## src/rtl/boot_copier.sv

```systemverilog
// boot_copier: copies COPY_LEN boot ROM bytes into RAM at DEST_BASE, holding the CPU in reset until done.
// Define BOOT_COPIER_CHECKSUM_EN to build the running 8-bit checksum of copied bytes.
module boot_copier #(
  parameter int unsigned           ROM_ADDR_W = 11,
  parameter int unsigned           RAM_ADDR_W = 16,
  parameter int unsigned           COPY_LEN   = 2048,
  parameter logic [RAM_ADDR_W-1:0] DEST_BASE  = 16'hF800
) (
  input  logic                  clk,
  input  logic                  rst_n,
  input  logic                  restart,
  output logic [ROM_ADDR_W-1:0] rom_addr,
  input  logic [7:0]            rom_data,
  output logic [RAM_ADDR_W-1:0] ram_addr,
  output logic [7:0]            ram_wdata,
  output logic                  ram_we,
  input  logic                  ram_ready,
  output logic                  busy,
  output logic                  done,
  output logic                  cpu_reset_n,
  output logic [7:0]            checksum
);

  typedef enum logic [1:0] {StAddr, StData, StWrite, StDone} state_e;

  localparam logic [ROM_ADDR_W-1:0] LastCnt = ROM_ADDR_W'(COPY_LEN - 1);

  state_e                  state_q, state_d;
  logic [ROM_ADDR_W-1:0]   cnt_q, cnt_d;
  logic [RAM_ADDR_W-1:0]   ram_addr_q, ram_addr_d;
  logic [7:0]              ram_wdata_q, ram_wdata_d;
  logic                    ram_we_q, ram_we_d;
  logic                    busy_q, busy_d;
  logic                    done_q, done_d;
  logic                    accept;
  logic                    rearm;

  assign accept = (state_q == StWrite) && ram_ready;
  assign rearm  = (state_q == StDone) && restart;

  always_comb begin
    state_d     = state_q;
    cnt_d       = cnt_q;
    ram_addr_d  = ram_addr_q;
    ram_wdata_d = ram_wdata_q;
    ram_we_d    = ram_we_q;
    busy_d      = busy_q;
    done_d      = done_q;
    unique case (state_q)
      // The ROM captures rom_addr on this edge; its data shows up in StData.
      StAddr: state_d = StData;
      StData: begin
        ram_wdata_d = rom_data;
        ram_addr_d  = DEST_BASE + RAM_ADDR_W'(cnt_q);
        ram_we_d    = 1'b1;
        state_d     = StWrite;
      end
      StWrite: begin
        if (accept) begin
          ram_we_d = 1'b0;
          if (cnt_q == LastCnt) begin
            busy_d  = 1'b0;
            done_d  = 1'b1;
            state_d = StDone;
          end else begin
            cnt_d   = cnt_q + ROM_ADDR_W'(1);
            state_d = StAddr;
          end
        end
      end
      StDone: begin
        if (rearm) begin
          cnt_d   = '0;
          busy_d  = 1'b1;
          done_d  = 1'b0;
          state_d = StAddr;
        end
      end
    endcase
  end

  always_ff @(posedge clk or negedge rst_n) begin
    if (!rst_n) begin
      state_q     <= StAddr;
      cnt_q       <= '0;
      ram_addr_q  <= DEST_BASE;
      ram_wdata_q <= 8'h00;
      ram_we_q    <= 1'b0;
      busy_q      <= 1'b1;
      done_q      <= 1'b0;
    end else begin
      state_q     <= state_d;
      cnt_q       <= cnt_d;
      ram_addr_q  <= ram_addr_d;
      ram_wdata_q <= ram_wdata_d;
      ram_we_q    <= ram_we_d;
      busy_q      <= busy_d;
      done_q      <= done_d;
    end
  end

`ifdef BOOT_COPIER_CHECKSUM_EN
  logic [7:0] checksum_q, checksum_d;

  always_comb begin
    checksum_d = checksum_q;
    if (rearm) begin
      checksum_d = 8'h00;
    end else if (accept) begin
      checksum_d = checksum_q + ram_wdata_q;
    end
  end

  always_ff @(posedge clk or negedge rst_n) begin
    if (!rst_n) begin
      checksum_q <= 8'h00;
    end else begin
      checksum_q <= checksum_d;
    end
  end

  assign checksum = checksum_q;
`else
  assign checksum = 8'h00;
`endif

  assign rom_addr    = cnt_q;
  assign ram_addr    = ram_addr_q;
  assign ram_wdata   = ram_wdata_q;
  assign ram_we      = ram_we_q;
  assign busy        = busy_q;
  assign done        = done_q;
  // The CPU leaves reset exactly when the copy is complete.
  assign cpu_reset_n = done_q;

endmodule

```

## config.mk

```make
export PLATFORM = sky130hd
export DESIGN_NAME = boot_copier
export DESIGN_NICKNAME = d
export VERILOG_FILES = /design/src/rtl/boot_copier.sv
export SDC_FILE = /design/constraint.sdc
export NUM_CORES = 1
export LEC_CHECK = 0
export CAP_MARGIN = 20
export CELL_PAD_IN_SITES_DETAIL_PLACEMENT = 0
export CELL_PAD_IN_SITES_GLOBAL_PLACEMENT = 1
export CORE_UTILIZATION = 34
export DETAILED_ROUTE_END_ITERATION = 10
export PLACE_DENSITY = 0.76
export SKIP_LAST_GASP = 1
export SLEW_MARGIN = 25
export SYNTH_ARGS = -nofsm -noshare
export SYNTH_HDL_FRONTEND = slang
export SYNTH_SLANG_ARGS = --single-unit
```

## constraint.sdc

```tcl
create_clock -name clk -period 2.35 [get_ports clk]
set_input_delay 0.3525 -clock clk [delete_from_list [all_inputs] [get_ports clk]]
set_output_delay 0.3525 -clock clk [all_outputs]
set_load 0.005 [all_outputs]
```

==> results by group <==
Clocking
  • Clock sinks: 35
  • Setup repair bufs after CTS: 0
  • Total CTS buffers: 5
  • Root buffer cell: clkbuf_8
  • Hold_buf cts: 0
  • TritonCTS clock tree: yes
  • Post-CTS Resized: 0
  • Clock latency on the worst-skew pair: 280 ps
  • CTS max path bufs: 2
  • Worst-path clk slew: approximately 70 ps
  • H-tree levels: 2

GRT
  • First-pass GRT wire length: 5800 microns
  • Total grt overflow: 0
  • Largest net degree at the start of global routing: 36
  • Initial antenna violation count: 0
  • Vias in the first global route: 1296
  • Total Routing Usage GR: 14.4%

Timing
  • Worst-margin pin slew: 698 ps
  • Post-layout minimum cycle time: 2020 ps
  • Fmax: between 400 and 500 MHz
  • Final hold violation count: 0
  • Setup Viol. Count Final: 0
  • RSZ-0062 raised after global routing: no
  • Clock skew after layout: 4.70 ps
  • Slew Limit Headroom: 53.0%
  • Final cycle utilization of the critical path: 85.8%
  • Max-slew violations: 0
  • Setup slack after layout: roughly 330 ps
  • Post-route setup TNS: 0 ps

Synth
  • Yosys warning count: 0
  • Mean Syn Cell Area: 11.4 sq um
  • Register bit total from synthesis: 35
  • Post-Synth Simple-Gate Area: 11.1%
  • Adder-cell share of the synthesized area: 0.719%
  • Synth Area in Compound Gates: 16.0%
  • Main combinational cell family by area after synthesis: compound AO/OA/AOI/OAI gates
  • Synthesized area: 0.00174 sq mm
  • Mapped Cells: 153
  • XOR/XNOR Fraction of Synth Area: 0%
  • Count of cell types in the netlist: 38
  • Register area share after synthesis: 50.4%
  • Mux contribution to synthesized area: a little under an eighth

Placement
  • PortBufs: 45
  • RePlAce Congestion: 0.751
  • Pre-CTS setup slack: between 200 and 300 ps
  • HPWL after detailed placement: 2630 microns

Detailed routing
  • DRT iter0 DRCs: 84
  • Final wirelength: 3660 microns
  • Routed vias: ~1300
  • Wire per inst: about 14 microns
  • # DRC: 0
  • First-pass DRT Iterations: 4
  • Final ANT Viol Nets: 0
  • Routed vias/inst: between 4 and 5

Floorplanning
  • Horiz. Die Dim: 73.5 microns
  • Starting Density: 36.1%
  • Core ar.: 0.00482 sq mm
  • Die area: 0.00541 sq mm
  • I/O Pins: 59
  • Rows: 25
  • Die height: about 74 microns

Power
  • Total power per unit cell area: about 1000 mW/mm^2
  • Comb pwr share: 38.3%
  • Static leakage: 0.974 nW
  • Switching part of the total: 31.1%
  • IR Drop Worst-Case VDD: 323 uV
  • Clock share of power: roughly a quarter
  • Switching Power: 0.000741 W
  • P_int: ~0.0016 W
  • Sequential share of power: 38.2%

Worst setup path
  • CP arrival: 2170 ps
  • Terminus of the critical flop-to-flop path: rom_addr[8]
  • Worst R2R Start: rom_addr[1]
  • Number of stages on the worst setup path: 5
  • Max stage delay on crit path: ~470 ps
  • Crit path capture type: flop
  • Worst Setup EP: rom_addr[8]
  • Crit path buf inv count: 0
  • Worst setup path category: flop to flop
  • Worst-path cell chain: ha_1 > nand3_2 > nor4_1 > or3_1 > o21ai_1
  • Crit start category: flop
  • Worst reg-to-reg path cell count: 5
  • Worst endpoint required time: 2500 ps
  • R2r setup slk: around 330 ps
  • CP max-delay cell: dfrtp_1
  • Crit path from: rom_addr[1]
  • Crit-path max FO: 8
  • Delay-heaviest family, CP: simple AND/OR/NAND/NOR gates

Run status
  • Outcome: finished, final reports clean

Cells and area
  • N_diodes: 0
  • NumNets Final: around 210
  • Area grow syn2layout: 32.9%
  • Reg area: around 880 sq um
  • Multi-input logic area: 736 sq um
  • Share of cells above drive strength 1: roughly a fifth
  • Final-layout fill cell count: 460

Worst hold path
  • Worst hold path class: input port to asynchronous set/reset pin

Run
  • Max-cap violations: 0
[layout make-up]
type | count | area share (%)
clock buffer | 6 | 3.57
sequential | 35 | 37.9
timing repair buffer | 50 | 21.1
inverter | 3 | 0.487
clock inverter | 2 | 1.51
multi-input combinational | 103 | 31.8
tap | 67 | 3.62
[how the worst min path moves through the flow]
stage / startpoint / end / slack, ps / cells past startpoint
floorplan: rst_n / cpu_reset_n / 60 / 0
global placement: busy / busy / 480 / 1
detailed placement: busy / busy / 480 / 1
CTS: rst_n / ram_addr[5] / 490 / 2
global route: busy / busy / 520 / 1
finish: rst_n / ram_addr[5] / 470 / 2
[kinds of logic (layout without fill, tap and decap cells)]
| group | after synthesis | in the layout |
|---|---|---|
| mux | 18 | 18 |
| simple gates | 35 | 35 |
| compound gates | 36 | 36 |
| flops | 35 | 35 |
| other cells | 2 | 13 |
| buf+inv | 26 | 61 |
| fa+ha+maj | 1 | 1 |
[worst reg2reg max path, delay by kind of cell (launching register included)]
kind	cells	cell delay (ps)
AO/OA/AOI/OAI	1	130
AND/OR/NAND/NOR	3	1010
flip-flops	1	470
adder cells (fa/ha/maj)	1	280
[cell usage in the layout (no fill, tap or decap), types with 2 or more instances in the layout]
cell / instances
conb_1: 13
nand4_1: 2
and2_1: 3
or3_1: 2
buf_4: 5
mux2_2: 18
nand2_1: 12
clkbuf_8: 6
nor2_1: 2
nand2b_1: 3
o31ai_1: 9
clkdlybuf4s50_1: 45
o31ai_2: 4
o21ai_1: 4
dfrtp_1: 34
inv_1: 3
o21ai_0: 2
nor4_1: 2
nand3_1: 3
a21oi_1: 5
a31oi_1: 4
[layer usage]
metal / global-route usage (%) / routed length, microns / up-vias
met2: 25.1 / 1910 / 47
li1: - / - / 618
met3: 3.70 / 160 / 4
met4: 7.26 / 44 / 0
met5: 0 / 0 / -
met1: 16.3 / 1550 / 658
[synth_stat cells]
cell type	number	area, sq um
a31oi_1	4	25.0
or3_1	2	12.5
a21oi_1	5	25.0
o2bb2ai_1	1	8.76
o221a_2	1	11.3
nand2b_4	1	13.8
o31a_1	1	8.76
o41ai_1	1	8.76
conb_1	2	7.51
o41ai_2	1	16.3
a21bo_1	1	10.0
buf_6	2	22.5
and2_1	3	18.8
dfstp_2	1	26.3
and4_1	1	8.76
o31ai_2	4	50.1
nor4_1	2	12.5
o21ai_1	4	20.0
dfrtp_1	34	851
and3_1	1	6.26
clkbuf_1	4	15.0
ha_1	1	12.5
or4_1	1	7.51
mux2_2	18	203
nand2_1	12	45.0
nand4_1	2	12.5
a41oi_1	1	8.76
o21ai_0	2	10.0
nand3_2	1	10.0
buf_4	14	105
nand2b_1	3	18.8
inv_1	3	11.3
buf_2	3	15.0
nand3_1	3	15.0
nor2_1	2	7.51
o31ai_1	9	67.6
o21a_1	1	7.51
nor3_1	1	5.00
[flip-flops by register name, summed over array words and instances, names as in the netlist]
signal       cells
ram_addr        11
rom_addr        11
ram_wdata        8
state_q          2
busy             1
cpu_reset_n      1
ram_we           1
[stage by stage]
step	util (%)	std cells	hold WS (ps)	power [W]	cell area, sq um
finish	48.0	266	470	0.00238	2310
global route	48.0	266	521	0.00252	2310
CTS	48.0	266	490	0.00241	2310
detailed placement	45.6	258	483	0.00184	2200
global placement	45.6	258	480	0.00179	2200
floorplan	-	164	56.9	0.00144	1780
[power by group through the flow]
stage	logic, W	registers, W	clock network, W
2_1_floorplan	0.000554	0.000889	0
3_3_place_gp	0.000889	0.000906	0
3_5_place_dp	0.000918	0.000925	0
4_1_cts	0.000923	0.000911	0.000575
5_1_grt	0.000991	0.000930	0.000603
6_report	0.000910	0.000909	0.000559
No activity file was read; power rests on OpenSTA's default activity.
